===== src/rtl/serial_sub_unit_pkg.sv =====
// Shared definitions for the bit-serial subtractor: FSM state encoding and
// the legal operand width range.
package sub_pkg;

  typedef enum logic {
    ST_IDLE = 1'b0,
    ST_RUN  = 1'b1
  } state_e;

  localparam int MIN_WIDTH = 2;
  localparam int MAX_WIDTH = 32;

endpackage : sub_pkg


===== src/rtl/serial_sub_unit_full_sub_cell.sv =====
// Single-bit full subtractor: d = a - b - bin, with borrow out.
module full_sub_cell (
  input  logic a,
  input  logic b,
  input  logic bin,
  output logic d,
  output logic bout
);

  assign d    = a ^ b ^ bin;
  assign bout = (~a & b) | ((~a | b) & bin);

endmodule : full_sub_cell


===== src/rtl/serial_sub_unit.sv =====
// Bit-serial WIDTH-bit subtractor, LSB first, one full-subtractor cell.
// Results are published only on the completion edge, so partial sums never show.
module serial_sub_unit
  import sub_pkg::*;
#(
  parameter int WIDTH = 8
) (
  input  logic             clk,
  input  logic             rst_n,
  input  logic             start,
  input  logic [WIDTH-1:0] a,
  input  logic [WIDTH-1:0] b,
  input  logic             borrow_in,
  output logic             busy,
  output logic             done,
  output logic [WIDTH-1:0] diff,
  output logic             borrow_out,
  output logic             overflow
);

  localparam int             CW       = $clog2(WIDTH);
  localparam logic [CW-1:0]  LAST_IDX = CW'(WIDTH - 1);

  if (WIDTH < MIN_WIDTH || WIDTH > MAX_WIDTH) begin : g_width_check
    $error("serial_sub_unit: WIDTH out of range");
  end

  state_e           state_q;
  logic [WIDTH-1:0] a_sh_q;
  logic [WIDTH-1:0] b_sh_q;
  logic [WIDTH-2:0] res_q;
  logic             borrow_q;
  logic [CW-1:0]    idx_q;
  logic             done_q;
  logic [WIDTH-1:0] diff_q;
  logic             bout_q;
  logic             ovf_q;

  logic             cell_diff;
  logic             cell_bout;
  logic [WIDTH-1:0] res_full;

  full_sub_cell u_cell (
    .a   (a_sh_q[0]),
    .b   (b_sh_q[0]),
    .bin (borrow_q),
    .d   (cell_diff),
    .bout(cell_bout)
  );

  // Result shifts in from the MSB side; after WIDTH bits it is aligned.
  assign res_full = {cell_diff, res_q};

  always_ff @(posedge clk) begin
    if (!rst_n) begin
      state_q  <= ST_IDLE;
      a_sh_q   <= '0;
      b_sh_q   <= '0;
      res_q    <= '0;
      borrow_q <= 1'b0;
      idx_q    <= '0;
      done_q   <= 1'b0;
      diff_q   <= '0;
      bout_q   <= 1'b0;
      ovf_q    <= 1'b0;
    end else begin
      done_q <= 1'b0;
      case (state_q)
        ST_IDLE: begin
          if (start) begin
            a_sh_q   <= a;
            b_sh_q   <= b;
            borrow_q <= borrow_in;
            idx_q    <= '0;
            state_q  <= ST_RUN;
          end
        end
        ST_RUN: begin
          res_q    <= res_full[WIDTH-1:1];
          borrow_q <= cell_bout;
          a_sh_q   <= a_sh_q >> 1;
          b_sh_q   <= b_sh_q >> 1;
          idx_q    <= idx_q + 1'b1;
          if (idx_q == LAST_IDX) begin
            diff_q  <= res_full;
            bout_q  <= cell_bout;
            // borrow_q still holds the borrow into the MSB here
            ovf_q   <= borrow_q ^ cell_bout;
            done_q  <= 1'b1;
            state_q <= ST_IDLE;
          end
        end
      endcase
    end
  end

  assign busy       = (state_q == ST_RUN);
  assign done       = done_q;
  assign diff       = diff_q;
  assign borrow_out = bout_q;
  assign overflow   = ovf_q;

endmodule : serial_sub_unit


===== config.mk =====
export PLATFORM = sky130hd
export DESIGN_NAME = serial_sub_unit
export DESIGN_NICKNAME = d
export VERILOG_FILES = /design/src/rtl/serial_sub_unit_pkg.sv /design/src/rtl/serial_sub_unit_full_sub_cell.sv /design/src/rtl/serial_sub_unit.sv
export SDC_FILE = /design/constraint.sdc
export NUM_CORES = 1
export LEC_CHECK = 0
export ABC_AREA = 0
export BUFFER_PORTS_ARGS = -buffer_cell sky130_fd_sc_hd__buf_2
export CELL_PAD_IN_SITES_DETAIL_PLACEMENT = 2
export CELL_PAD_IN_SITES_GLOBAL_PLACEMENT = 2
export CORE_AREA = 10 10 86 88
export DETAILED_ROUTE_END_ITERATION = 12
export DIE_AREA = 0 0 96 98
export PLACE_DENSITY_LB_ADDON = 0.1
export SYNTH_ARGS = -nofsm -noshare
export SYNTH_HDL_FRONTEND = slang
export SYNTH_HIERARCHICAL = 1
export SYNTH_SLANG_ARGS = --single-unit

===== constraint.sdc =====
create_clock -name clk -period 1.22 [get_ports clk]
set_input_delay 0.183 -clock clk [delete_from_list [all_inputs] [get_ports clk]]
set_output_delay 0.183 -clock clk [all_outputs]
set_load 0.02 [all_outputs]

==> results.cfg <==
[worst_setup_path]
crit_family = adder cells
slowest_stage = fa_2
crit_required_ns = 1.40
path_max_fanout = 2
reg2reg_depth = 5
cp-start-kind = flop
crit_buf_inv = 2
crit_path_end_kind = flop
path_cells = inv_2 > fa_2 > inv_2 > mux2i_1 > nor2_1
cpPeakStageDelay_ns = 0.52
crit_path_frequent_cell = inv_2
path_depth = 5
critPathKind = reg -> reg
arrival_ns = 1.43

[clocking]
cts-buffers-inserted = 5
cts_sinks = 39
clkLatencyLatePin_ns = 0.29
root_buffer = clkbuf_8
cts_tree = built
cts_hold_buf = 0
clk_pin_slew_worst_paths_ns = 0.08
cts.htree.levels = 2
clock_path_buffers = 2

[power]
seqPwrFrac_pct = 48.6
p_leak_uw = 0.0009631
switchingPower_uw = 701.1
p_total_uw = 2822
peakVddDrop_mv = 0.5176
p_int_uw = 2121
p_per_area_nw_per_um2 = 1217
p_comb_share_pct = 13.1
clkPwrFrac_pct = 38.3
switching_share_pct = 24.85

[global_routing]
grt_max_degree = 22
grt_usage_pct = 10.36
grt_pass1_vias = 1527
antenna_found_initial = 0
grt_pass1_wl_microns = 7803
grt_overflow = 0

[route]
drc = 0
vias_per_cell = 4.862
dr.pass1.iters = 2
drt_wl_total_microns = 4675
ant_nets = 0
first_iter_violations = 16
vias = 1371
routedWlPerCell_microns = 16.58

[sta]
fin_crit_ns = 1.250
finalWorstSetupSlack_ns = -0.02999
fin_crit_sh_pct = 102.5
finClkSkew_ns = 0.01124
clock.fmax_mhz = 800.0
fin_tns_setup_ns = -0.05147
final_hold_viol_count = 0
relSlewSlack_pct = 61.35
worst_pin_slew_ns = 0.5798
setup_viol = 4
rsz0062_at_grt = true
slew_violations = 0

[floorplan]
rows = 28
ios = 32
dieArea_sq_um = 9408
core_area_sq_um = 5746
fp.dieH_microns = 98
start_util_pct = 30.34
die_x_microns = 96

[layout]
insertedDiodeCount = 0
finish.net_count = 230
areaGrowthSynthToFinish_pct = 33.02
layout-drive-gt1-share_pct = 44.44

[yosys]
synth.avg_cell_area_sq_um = 10.44
yosysTopAreaCell = dfxtp_1
yosysUniqueCellTypes = 25
synth_top_cell_area_share_pct = 44.80
synth-seq-area-share_pct = 44.80
synth-seq-cells = 39
synth_area_leaders = dfxtp_1, mux2i_1, nor2b_1
synthCells = 167
syn_area_sq_um = 1743
syn_nets = 191
synth_warnings = 6

[placed_design]
portBuffers = 31
preCtsSetupSlack_ns = -0.1284
gp_congestion = 0.7263
place_hpwl_microns = 3330

[flow_run]
max_cap_viol_count = 0

[status]
status = finished, violations left
violations = negative setup slack

[min_path]
hold_class = in -> reg
hold_depth = 3
==> worst paths after layout <==
kind / start / to / slack, ns
setup / recovery: a_sh_q[0]$_SDFFE_PN0P_ / res_q[6]$_SDFFE_PN0P_ / -0.03
hold / removal: a[7] / a_sh_q[7]$_SDFFE_PN0P_ / 0.14
setup reg to reg: a_sh_q[0]$_SDFFE_PN0P_ / res_q[6]$_SDFFE_PN0P_ / -0.03
hold reg to reg: res_q[0]$_SDFFE_PN0P_ / diff[0]$_SDFFE_PN0P_ / 0.49
==> power groups by stage <==
stage | clock (uW) | combinational (uW) | sequential (uW)
final | 1080 | 369 | 1370
after global routing | 1190 | 412 | 1380
after CTS | 1130 | 368 | 1370
after global placement | 0 | 323 | 1400
after detailed placement | 0 | 340 | 1410
after floorplan | 0 | 239 | 1390
==> area by class of cell <==
cell class,instances,area [sq um]
well taps,75,93.84
repair buffers,46,356.6
clock buffers,5,68.82
inverters,4,15.01
fillers,622,3427
flip-flops and latches,39,789.5
multi-input cells,110,950.9
clock inverters,3,43.79
==> cell usage after synthesis (all sizes together) <==
cell    instances
a21bo           9
nand2           2
a21oi          14
nand2b          2
and3            1
dfxtp          39
o21ai           1
buf            10
clkbuf          4
nor2            9
fa              1
nor2b          15
nand3           9
a211oi         15
xnor2           1
a311oi          1
inv             4
mux2i          24
ha              3
or3b            3
==> sequential cells by signal, indices dropped and copies added (netlist names) <==
name and count:
diff 8, res_q 7, borrow_q 1, borrow_out 1, b_sh_q 8, a_sh_q 8
busy 1, done 1, overflow 1, idx_q 3
==> tightest hold or removal path, cell delays in order <==
cell     delay (ns)
buf_2          0.08
mux2i_1        0.06
nor2_1         0.07
==> repair_timing <==
item | in CTS | in global routing
pin swaps | 8 | 7
gates resized for setup | 17 | 10
setup endpoints to repair | 13 | 19
setup buffers | 3 | 0
gates cloned | 1 | 0
==> metrics by stage <==
step                      cell area [sq um]  utilization (%)  hold slack (ns)  std cells
after detailed placement               2041            35.52           0.4336        270
after global routing                   2318            40.35           0.1461        282
final                                  2318            40.35           0.1352        282
after CTS                              2276            39.61           0.1265        282
after floorplan                        1750                -           0.3214        167
after global placement                 2041            35.52           0.4296        270
==> cell families (layout without fill, tap and decap cells) <==
group	Yosys count	in the layout	share of synthesized area, %
compound gates	40	40	18.66
simple gates	41	41	12.92
xor+xnor	1	1	0.5026
fa+ha+maj	4	4	3.303
buf+inv	18	58	6.030
flops	39	39	44.80
mux	24	24	13.78
==> routing by layer <==
layer / wire, microns / up-vias / GRT usage (%)
li1: - / 665 / -
met1: 1931 / 678 / 12.07
met2: 2443 / 21 / 17.24
met3: 230 / 7 / 3.139
met4: 69 / 0 / 3.746
met5: 0 / - / 0
==> layout by cell type, fill, tap and decap left out <==
cell,instances
buf_16,1
clkinv_4,1
dfxtp_2,4
clkbuf_8,5
ha_1,1
bufinv_16,1
buf_6,1
nor2b_4,1
dfxtp_1,34
buf_4,9
dfxtp_4,1
nand3_2,3
mux2i_1,24
inv_2,4
fa_2,1
and3_1,1
or3b_1,3
a21oi_1,8
buf_12,5
ha_4,2
a211oi_2,7
nand2b_1,2
nor2_1,9
buf_2,30
clkinv_2,1
nor2b_1,14
a21oi_2,6
a21bo_4,4
a21bo_2,5
a211oi_1,8
xnor2_1,1
nand3_1,6
nand2_1,2
o21ai_0,1
a311oi_1,1
Note: power is estimated with default switching activity, not from simulation.
